[src/rtl/counter_pkg.sv]
// Shared definitions for the counter sequencer: FSM state encodings and the
// state width, also used by bench-side monitors.
package counter_pkg;

   localparam int STATE_W = 2;

   typedef enum logic [STATE_W-1:0] {
      ST_IDLE  = 2'd0,
      ST_CLEAR = 2'd1,
      ST_RUN   = 2'd2,
      ST_DONE  = 2'd3
   } state_e;

endpackage

[src/rtl/counter_ctrl_if.sv]
// Control/status and counter-side signals of the counter sequencer.
// master: system control logic plus the counter instance (drives cnt).
// slave:  the sequencer itself.
interface counter_ctrl_if #(
   parameter int WIDTH = 4
);

   logic             start;
   logic             stop;
   logic             periodic;
   logic [WIDTH-1:0] limit;
   logic [WIDTH-1:0] cnt;
   logic             cnt_clr;
   logic             cnt_en;
   logic             busy;
   logic             done;

   modport master (
      output start, stop, periodic, limit, cnt,
      input  cnt_clr, cnt_en, busy, done
   );

   modport slave (
      input  start, stop, periodic, limit, cnt,
      output cnt_clr, cnt_en, busy, done
   );

endinterface

[src/rtl/counter_ctrl_prescaler.sv]
// Free-running PRE_W-bit prescaler with synchronous zero. tick is high when
// the count is all ones, so the first tick after zero lands on cycle 2**PRE_W.
// Only instantiated when COUNTER_CTRL_PRESCALE_EN is defined.
module counter_ctrl_prescaler #(
   parameter int PRE_W = 2
) (
   input  logic clk,
   input  logic clr,
   input  logic zero,
   output logic tick
);

   logic [PRE_W-1:0] pre_q;
   logic [PRE_W-1:0] pre_d;

   // Next prescaler value: hold at zero outside RUN, otherwise free-run.
   always_comb begin
      pre_d = pre_q + 1'b1;
      if (zero) begin
         pre_d = '0;
      end
   end

   // Prescaler register.
   always_ff @(posedge clk or posedge clr) begin
      if (clr) begin
         pre_q <= '0;
      end else begin
         pre_q <= pre_d;
      end
   end

   assign tick = &pre_q;

endmodule

[src/rtl/counter_ctrl.sv]
// Sequencer for a WIDTH-bit up-counter: clears it, enables it up to the
// latched limit, pulses done, then idles (one-shot) or restarts (periodic).
// Optional prescaler on the count enable: COUNTER_CTRL_PRESCALE_EN.
//
// state | meaning
// IDLE  | waiting for start, counter untouched
// CLEAR | one-cycle synchronous clear of the counter
// RUN   | counting towards limit_q
// DONE  | done pulse, counter cleared for the next period
module counter_ctrl
   import counter_pkg::*;
#(
   parameter int WIDTH = 4,
   parameter int PRE_W = 2
) (
   input  logic           clk,
   input  logic           clr,
   counter_ctrl_if.slave  bus
);

   state_e           state_q;
   state_e           state_d;
   logic [WIDTH-1:0] limit_q;
   logic [WIDTH-1:0] limit_d;
   logic             mode_q;
   logic             mode_d;
   logic             tick;
   logic             at_limit;

   assign at_limit = (bus.cnt == limit_q);

`ifdef COUNTER_CTRL_PRESCALE_EN
   counter_ctrl_prescaler #(
      .PRE_W (PRE_W)
   ) u_prescaler (
      .clk  (clk),
      .clr  (clr),
      .zero (state_q != ST_RUN),
      .tick (tick)
   );
`else
   logic unused_pre_w;
   assign unused_pre_w = (PRE_W > 0);
   assign tick         = 1'b1;
`endif

   // State and latched request registers.
   always_ff @(posedge clk or posedge clr) begin
      if (clr) begin
         state_q <= ST_IDLE;
         limit_q <= '0;
         mode_q  <= 1'b0;
      end else begin
         state_q <= state_d;
         limit_q <= limit_d;
         mode_q  <= mode_d;
      end
   end

   // Next state; limit and mode are captured only on an accepted start.
   always_comb begin
      state_d = state_q;
      limit_d = limit_q;
      mode_d  = mode_q;
      unique case (state_q)
         ST_IDLE: begin
            if (bus.start && !bus.stop) begin
               state_d = ST_CLEAR;
               limit_d = bus.limit;
               mode_d  = bus.periodic;
            end
         end
         ST_CLEAR: begin
            state_d = bus.stop ? ST_IDLE : ST_RUN;
         end
         ST_RUN: begin
            if (bus.stop) begin
               state_d = ST_IDLE;
            end else if (at_limit) begin
               state_d = ST_DONE;
            end
         end
         ST_DONE: begin
            if (bus.stop || !mode_q) begin
               state_d = ST_IDLE;
            end else begin
               state_d = ST_RUN;
            end
         end
         default: state_d = ST_IDLE;
      endcase
   end

   // Outputs: Moore from state, except cnt_en which reacts to stop at once.
   // cnt_clr also follows clr directly so the counter sees a clear request
   // for the whole time the sequencer is held in reset.
   always_comb begin
      bus.busy    = (state_q != ST_IDLE);
      bus.done    = (state_q == ST_DONE);
      bus.cnt_clr = clr || (state_q == ST_CLEAR) || (state_q == ST_DONE);
      bus.cnt_en  = (state_q == ST_RUN) && !bus.stop && tick && !at_limit;
   end

endmodule

[src/flat_wrapper.sv]
// flat-port wrapper written by rule: the top's interface ports become plain ports
module counter_ctrl_flat import counter_pkg::*;
#(
   parameter int WIDTH = 4,
   parameter int PRE_W = 2
)
  (clk, clr, bus_start, bus_stop, bus_periodic, bus_limit, bus_cnt, bus_cnt_clr, bus_cnt_en, bus_busy, bus_done);
  counter_ctrl_if #(.WIDTH(WIDTH)) bus_i ();
  input  logic clk;
  input  logic clr;
  input wire logic [$bits(bus_i.start)-1:0] bus_start;
  input wire logic [$bits(bus_i.stop)-1:0] bus_stop;
  input wire logic [$bits(bus_i.periodic)-1:0] bus_periodic;
  input wire logic [$bits(bus_i.limit)-1:0] bus_limit;
  input wire logic [$bits(bus_i.cnt)-1:0] bus_cnt;
  output wire logic [$bits(bus_i.cnt_clr)-1:0] bus_cnt_clr;
  output wire logic [$bits(bus_i.cnt_en)-1:0] bus_cnt_en;
  output wire logic [$bits(bus_i.busy)-1:0] bus_busy;
  output wire logic [$bits(bus_i.done)-1:0] bus_done;
  assign bus_i.start = bus_start;
  assign bus_i.stop = bus_stop;
  assign bus_i.periodic = bus_periodic;
  assign bus_i.limit = bus_limit;
  assign bus_i.cnt = bus_cnt;
  assign bus_cnt_clr = bus_i.cnt_clr;
  assign bus_cnt_en = bus_i.cnt_en;
  assign bus_busy = bus_i.busy;
  assign bus_done = bus_i.done;
  counter_ctrl #(.WIDTH(WIDTH), .PRE_W(PRE_W)) u_core (.clk(clk), .clr(clr), .bus(bus_i));
endmodule
[config.mk]
export PLATFORM = sky130hd
export DESIGN_NAME = counter_ctrl_flat
export DESIGN_NICKNAME = d
export VERILOG_FILES = /design/src/rtl/counter_pkg.sv /design/src/rtl/counter_ctrl_if.sv /design/src/rtl/counter_ctrl_prescaler.sv /design/src/rtl/counter_ctrl.sv /design/src/flat_wrapper.sv
export SDC_FILE = /design/constraint.sdc
export NUM_CORES = 1
export LEC_CHECK = 0
export CAP_MARGIN = 30
export CORE_AREA = 10 10 47 49
export DETAILED_ROUTE_END_ITERATION = 6
export DIE_AREA = 0 0 57 59
export GPL_TIMING_DRIVEN = 1
export PLACE_DENSITY = 0.54
export SYNTH_ARGS = -nofsm -noshare
export SYNTH_HDL_FRONTEND = slang
export SYNTH_SLANG_ARGS = --single-unit
[constraint.sdc]
create_clock -name clk -period 2.01 [get_ports clk]
set_clock_uncertainty 0.2 [all_clocks]
set_input_delay 0.402 -clock clk [delete_from_list [all_inputs] [get_ports clk]]
set_output_delay 0.402 -clock clk [all_outputs]
set_load 0.005 [all_outputs]
# Word-level counts from Yosys, hierarchy flattened

Index checks and enable logic that the tools add are counted.

Bits of input ports: 13
Memories kept: 0
Bits in writable memories: 0
Output and inout port bits: 4
Word-level logic and storage cells: 28
Bits in read-only memories: 0
Bits in latches: 0
Bits in registers: 7

$mul: 0
Add/subtract/negate cells: 0
Reductions and logical operators: 13
Mux-type cells: 6
Equal/unequal tests: 6
$lt $le $gt $ge: 0
Shift-type cells: 0
Div/mod/pow operators: 0
Bitwise gates (word level): 0

Operator list:

| operator                                                                | number |
|---|---|
| 2-bit 2-to-1 mux                                                        | 5 |
| 2-bit one-hot mux with 4 select lines                                   | 1 |
| 2-bit equality test, second input constant                              | 2 |
| 4-bit equality test                                                     | 1 |
| 2-bit AND reduction                                                     | 2 |
| 1-bit logical AND                                                       | 3 |
| 1-bit zero test                                                         | 3 |
| 1-bit logical OR                                                        | 3 |
| 3-bit by 2-bit inequality test with 1-bit output, second input constant | 1 |
| 2-bit by 1-bit equality test with 1-bit output, second input constant   | 1 |
| 2-bit zero test                                                         | 1 |
| 2-bit by 1-bit inequality test with 1-bit output, second input constant | 1 |
| 2-bit nonzero test                                                      | 1 |

# Longest topological paths before layout

Depth after elaboration: 4
Gate-level depth with buffers: 4
Gate-level depth less buffers: 4

# Worst setup path after synthesis

Ideal clock, no wire load.

Path kind: reg-to-reg
Start point: reg u_core.state_q[1]
End point: reg u_core.limit_q[0]
Arrival: 1207 ps
Stages on the path, launching flop included: 5
Data required time: 1685 ps
Clock period less this slack: 1532 ps
Slack: 478 ps
Path buffers: 0
Setup time: 125 ps
Cell sequence: dfrtp_1 > nor2_2 > inv_2 > nor3b_4 > mux2_2

Cells in the longest elaborated chain, start to end: 2

Ends and longest elaborated chain:

| item                                 | line               | RTL |
|---|---|---|
| from (decl)                          | counter_ctrl.sv:21 | `state_e state_q;` |
| from (signal assigned)               | counter_ctrl.sv:54 | `state_q <= state_d;` |
| 2-bit zero test                      | counter_ctrl.sv:65 | `unique case (state_q)` |
| 2-bit AND reduction (no source line) | n/a                |  |
| to (signal assigned)                 | counter_ctrl.sv:55 | `limit_q <= limit_d;` |
| to (decl)                            | counter_ctrl.sv:23 | `logic [WIDTH-1:0] limit_q;` |

No other way between the ends.
A chain may end at the register's enable or synchronous reset.

# Worst setup path in the final report

Start point: in clr
End point: out bus_cnt_clr

Cells in the longest elaborated chain, start to end: 2

Ends and longest elaborated chain:

| item                          | line                | RTL |
|---|---|---|
| from (decl)                   | flat_wrapper.sv:10  | `input logic clr;` |
| 1-bit logical OR (2 in a row) | counter_ctrl.sv:100 | `bus.cnt_clr = clr \|\| (state_q == ST_CLEAR) \|\| (state_q == ST_DONE);` |
| to (decl)                     | flat_wrapper.sv:16  | `output wire logic [$bits(bus_i.cnt_clr)-1:0] bus_cnt_clr;` |

No other way between the ends.

==> results <==
- The number of antenna violations at the first check in global routing was 0.
- The number of max-cap violations is 0.
- The synthesized netlist net count is 42.
- Buffers inserted to repair hold after CTS numbered 0.
- The post-layout minimum cycle time is about 2.0 ns.
- The final count of hold timing violations is 0.
- The remaining design rule violation count is 0.
- For this run the aggregate overflow at the end of global routing stands at 0.
- The final net count is 65.
- The number of vias after detailed routing is approximately 300.
- Of the cells placed in the final design, the portion with a size suffix greater than 1 is 0.3333.
- The first global-routing pass estimated between 1000 and 1500 um of wire.
- The count of routing violations after the opening detailed-route iteration is 1.
- The most common flop cell mapped by yosys is sky130_fd_sc_hd__dfrtp_1.
- Data arrives at the worst endpoint at 1.36 ns.
- The full die area is between 0.003 and 0.004 mm2.
- After detailed routing, the total wire length is ~950 um.
- The class of the worst hold path is in2async.
- The tree built by TritonCTS fans out to 7 sinks.
- The placer's final routability congestion estimate is between 0.7 and 0.8.
- The total I/O pin count is 17.
- The total global-route track usage is 0.06125.
- The floorplan has 14 rows.
- Setup repair after global routing left no endpoint under its margin.
- The repair_antennas step left the layout with diodes totalling 0.
- The core area is between 0.001 and 0.0015 mm2.
- STA puts the critical path data required time at 1.41 ns.
- The number of buffers added by the clock tree synthesis step is 3.
- Port buffering added 16 buffers.
- The type of element capturing the critical path is an output pin.
- The synthesized flop and latch total is 7.
- The startpoint kind of the worst setup timing path is a primary input.
- The die span in x is 57 um.
- The post-synthesis cell area is 351.6 um2.
- The number of enable-type register cells in the synthesized netlist is 0.
- The share of async-settable or async-resettable flops after synthesis is 1.000.
- The setup slack of the critical path after layout is between 0.05 and 0.06 ns.
- The count of nets left with antenna violations after detail routing is 0.
- The worst slew margin relative to its limit is 0.7628.
- The synthesis-to-layout area growth is 64.77%.
- The number of max-slew violations in the final report is 0.
- In the final layout, the multi-input gates occupy 167.7 um2.
- The critical path is of the in2out type.
- The transition time at the pin with the least slew margin is between 0.3 and 0.4 ns.
- The height of the die is 59 um.
- The design draws 0.4260 mW.
- The number of distinct library cells after synthesis is 15.
- The number of buffers on the longest clock path is 2.
- The finished layout holds 67 standard cells, fillers aside.
- At the later pin of the worst-skew pair, clock insertion delay measures 0.26 ns.
- The number of failing setup endpoints in the final timing report is 0.
- The instance count of the mapped netlist is 29.
- Leaving out fill and tap cells, the most frequent cell in the layout is sky130_fd_sc_hd__clkdlybuf4s50_1.
- In this run the number of H-tree levels came out at 1.
- The power per unit of standard cell area is 735.4 mW/mm2.
- In the final routed layout, each cell accounts on average for 14.12 um.
- Leaving out fill and tap cells, the most frequent cells in the layout are sky130_fd_sc_hd__clkdlybuf4s50_1 (10), sky130_fd_sc_hd__dfrtp_1 (7), sky130_fd_sc_hd__mux2_2 (5).
- The number of iterations in the first detailed-routing pass is 2.
- For this run, the register share of the synthesized area comes to 0.4982.
- The highest achievable clock rate is a little over 500 MHz.
- The number of placed instances, taps included, is 63.
- The count of warnings emitted by yosys is 0.
- For this configuration, the core starts out at a cell density of 0.2509.
- The worst-case vdd ir drop is around 0.00035 V.
- The via count of the first global-routing pass came to 358.
- The standby leakage power is 0.2772 nW.
- Counting the fill cells in the layout gives 146.
- The run finished with clean final reports.
- The cell at the root of the clock tree is sky130_fd_sc_hd__clkbuf_4.
- The register clock-pin slew on the reported worst setup and hold paths is about 0.050 ns.
- Summing all flip-flop and latch instances after layout gives about 180 um2.
- Along the worst path, the maximum fanout reaches 2.
- OpenSTA, run right after detailed placement, puts the worst setup slack at -0.3034 ns.
- TritonCTS built the clock tree.
- The maximum number of pins on one net before global-route repair is 8.
- Averaged over all synthesized cells, the footprint is about 12 um2.
- After detailed routing, the number of vias per cell comes to between 4 and 5.
- The final worst-path cycle share is 0.9742.
==> cell type report <==
class,instances,area share
Multi-Input combinational cell,19,0.2894
Inverter,3,0.01944
Timing Repair Buffer,18,0.3089
Sequential cell,7,0.3024
Tap cell,16,0.03456
Clock buffer,4,0.04536
==> cells by family after synthesis <==
kind of cell	synth area share
buffers and inverters	0.03203
DFF	0.4982
and+or+nand+nor	0.1673
AOI/OAI and AO/OA	0.04272
muxes	0.1601
xor gates and xnor gates	0.09963
==> state kept, by name, indices dropped and copies added, names as in the netlist <==
name            flops
u_core.limit_q      4
u_core.state_q      2
u_core.mode_q       1
==> worst max-delay path, cell delays in order <==
cell                              delay (ns)
sky130_fd_sc_hd__clkdlybuf4s50_1        0.42
sky130_fd_sc_hd__or2_2                  0.27
sky130_fd_sc_hd__dlygate4sd2_1          0.26
==> per-stage QoR <==
step / instance area, um2 / util / hold slack, ns / setup TNS (ns)
floorplan: 351.6 / - / 0.005398 / 0
detailed placement: 546.8 / 0.3902 / 0.2962 / -0.4642
CTS: 570.5 / 0.4071 / 0.2161 / -0.1152
global placement: 546.8 / 0.3902 / 0.2929 / -0.4338
finish: 579.3 / 0.4134 / 0.2078 / 0
global route: 579.3 / 0.4134 / 0.2430 / 0
==> power by group <==
part	switching [mW]	internal, mW	leakage, nW
Sequential	0.0185	0.168	0.0853
Combinational	0.0363	0.0725	0.177
Clock	0.0547	0.0759	0.0150
==> final timing paths <==
check	startpoint	to	slack [ns]	depth (start not counted)
worst max-delay path	clr	bus_cnt_clr	0.05	3
worst min-delay path	clr	u_core.state_q[0]	0.21	2
worst max register to register	u_core.state_q[1]	u_core.limit_q[1]	0.34	4
worst min register to register	u_core.mode_q	u_core.mode_q	0.31	1
max in group asynchronous	clr	u_core.limit_q[2]	1.18	2
min in group clk	bus_cnt[2]	u_core.state_q[0]	0.30	4
==> cells in the mapped netlist (2+ instances only) <==
library cell,count,area [um2]
sky130_fd_sc_hd__dfrtp_1,7,175.2
sky130_fd_sc_hd__mux2_2,5,56.30
sky130_fd_sc_hd__xnor2_1,4,35.03
sky130_fd_sc_hd__inv_1,2,7.510
==> routing by layer <==
layer  wire [um]  GRT usage  share of wire
met5           0          0              0
met4          31    0.06040          0.033
met3         124    0.04936           0.13
met2         422    0.09612           0.45
met1         366    0.04578           0.39
==> what timing repair did <==
action,4_1_cts,5_1_grt
setup endpoints to repair,2,1
buffers inserted,0,0
resized for setup,2,7
cloned,0,0
pin swaps,0,3
Power figures use the tool's default switching activity.
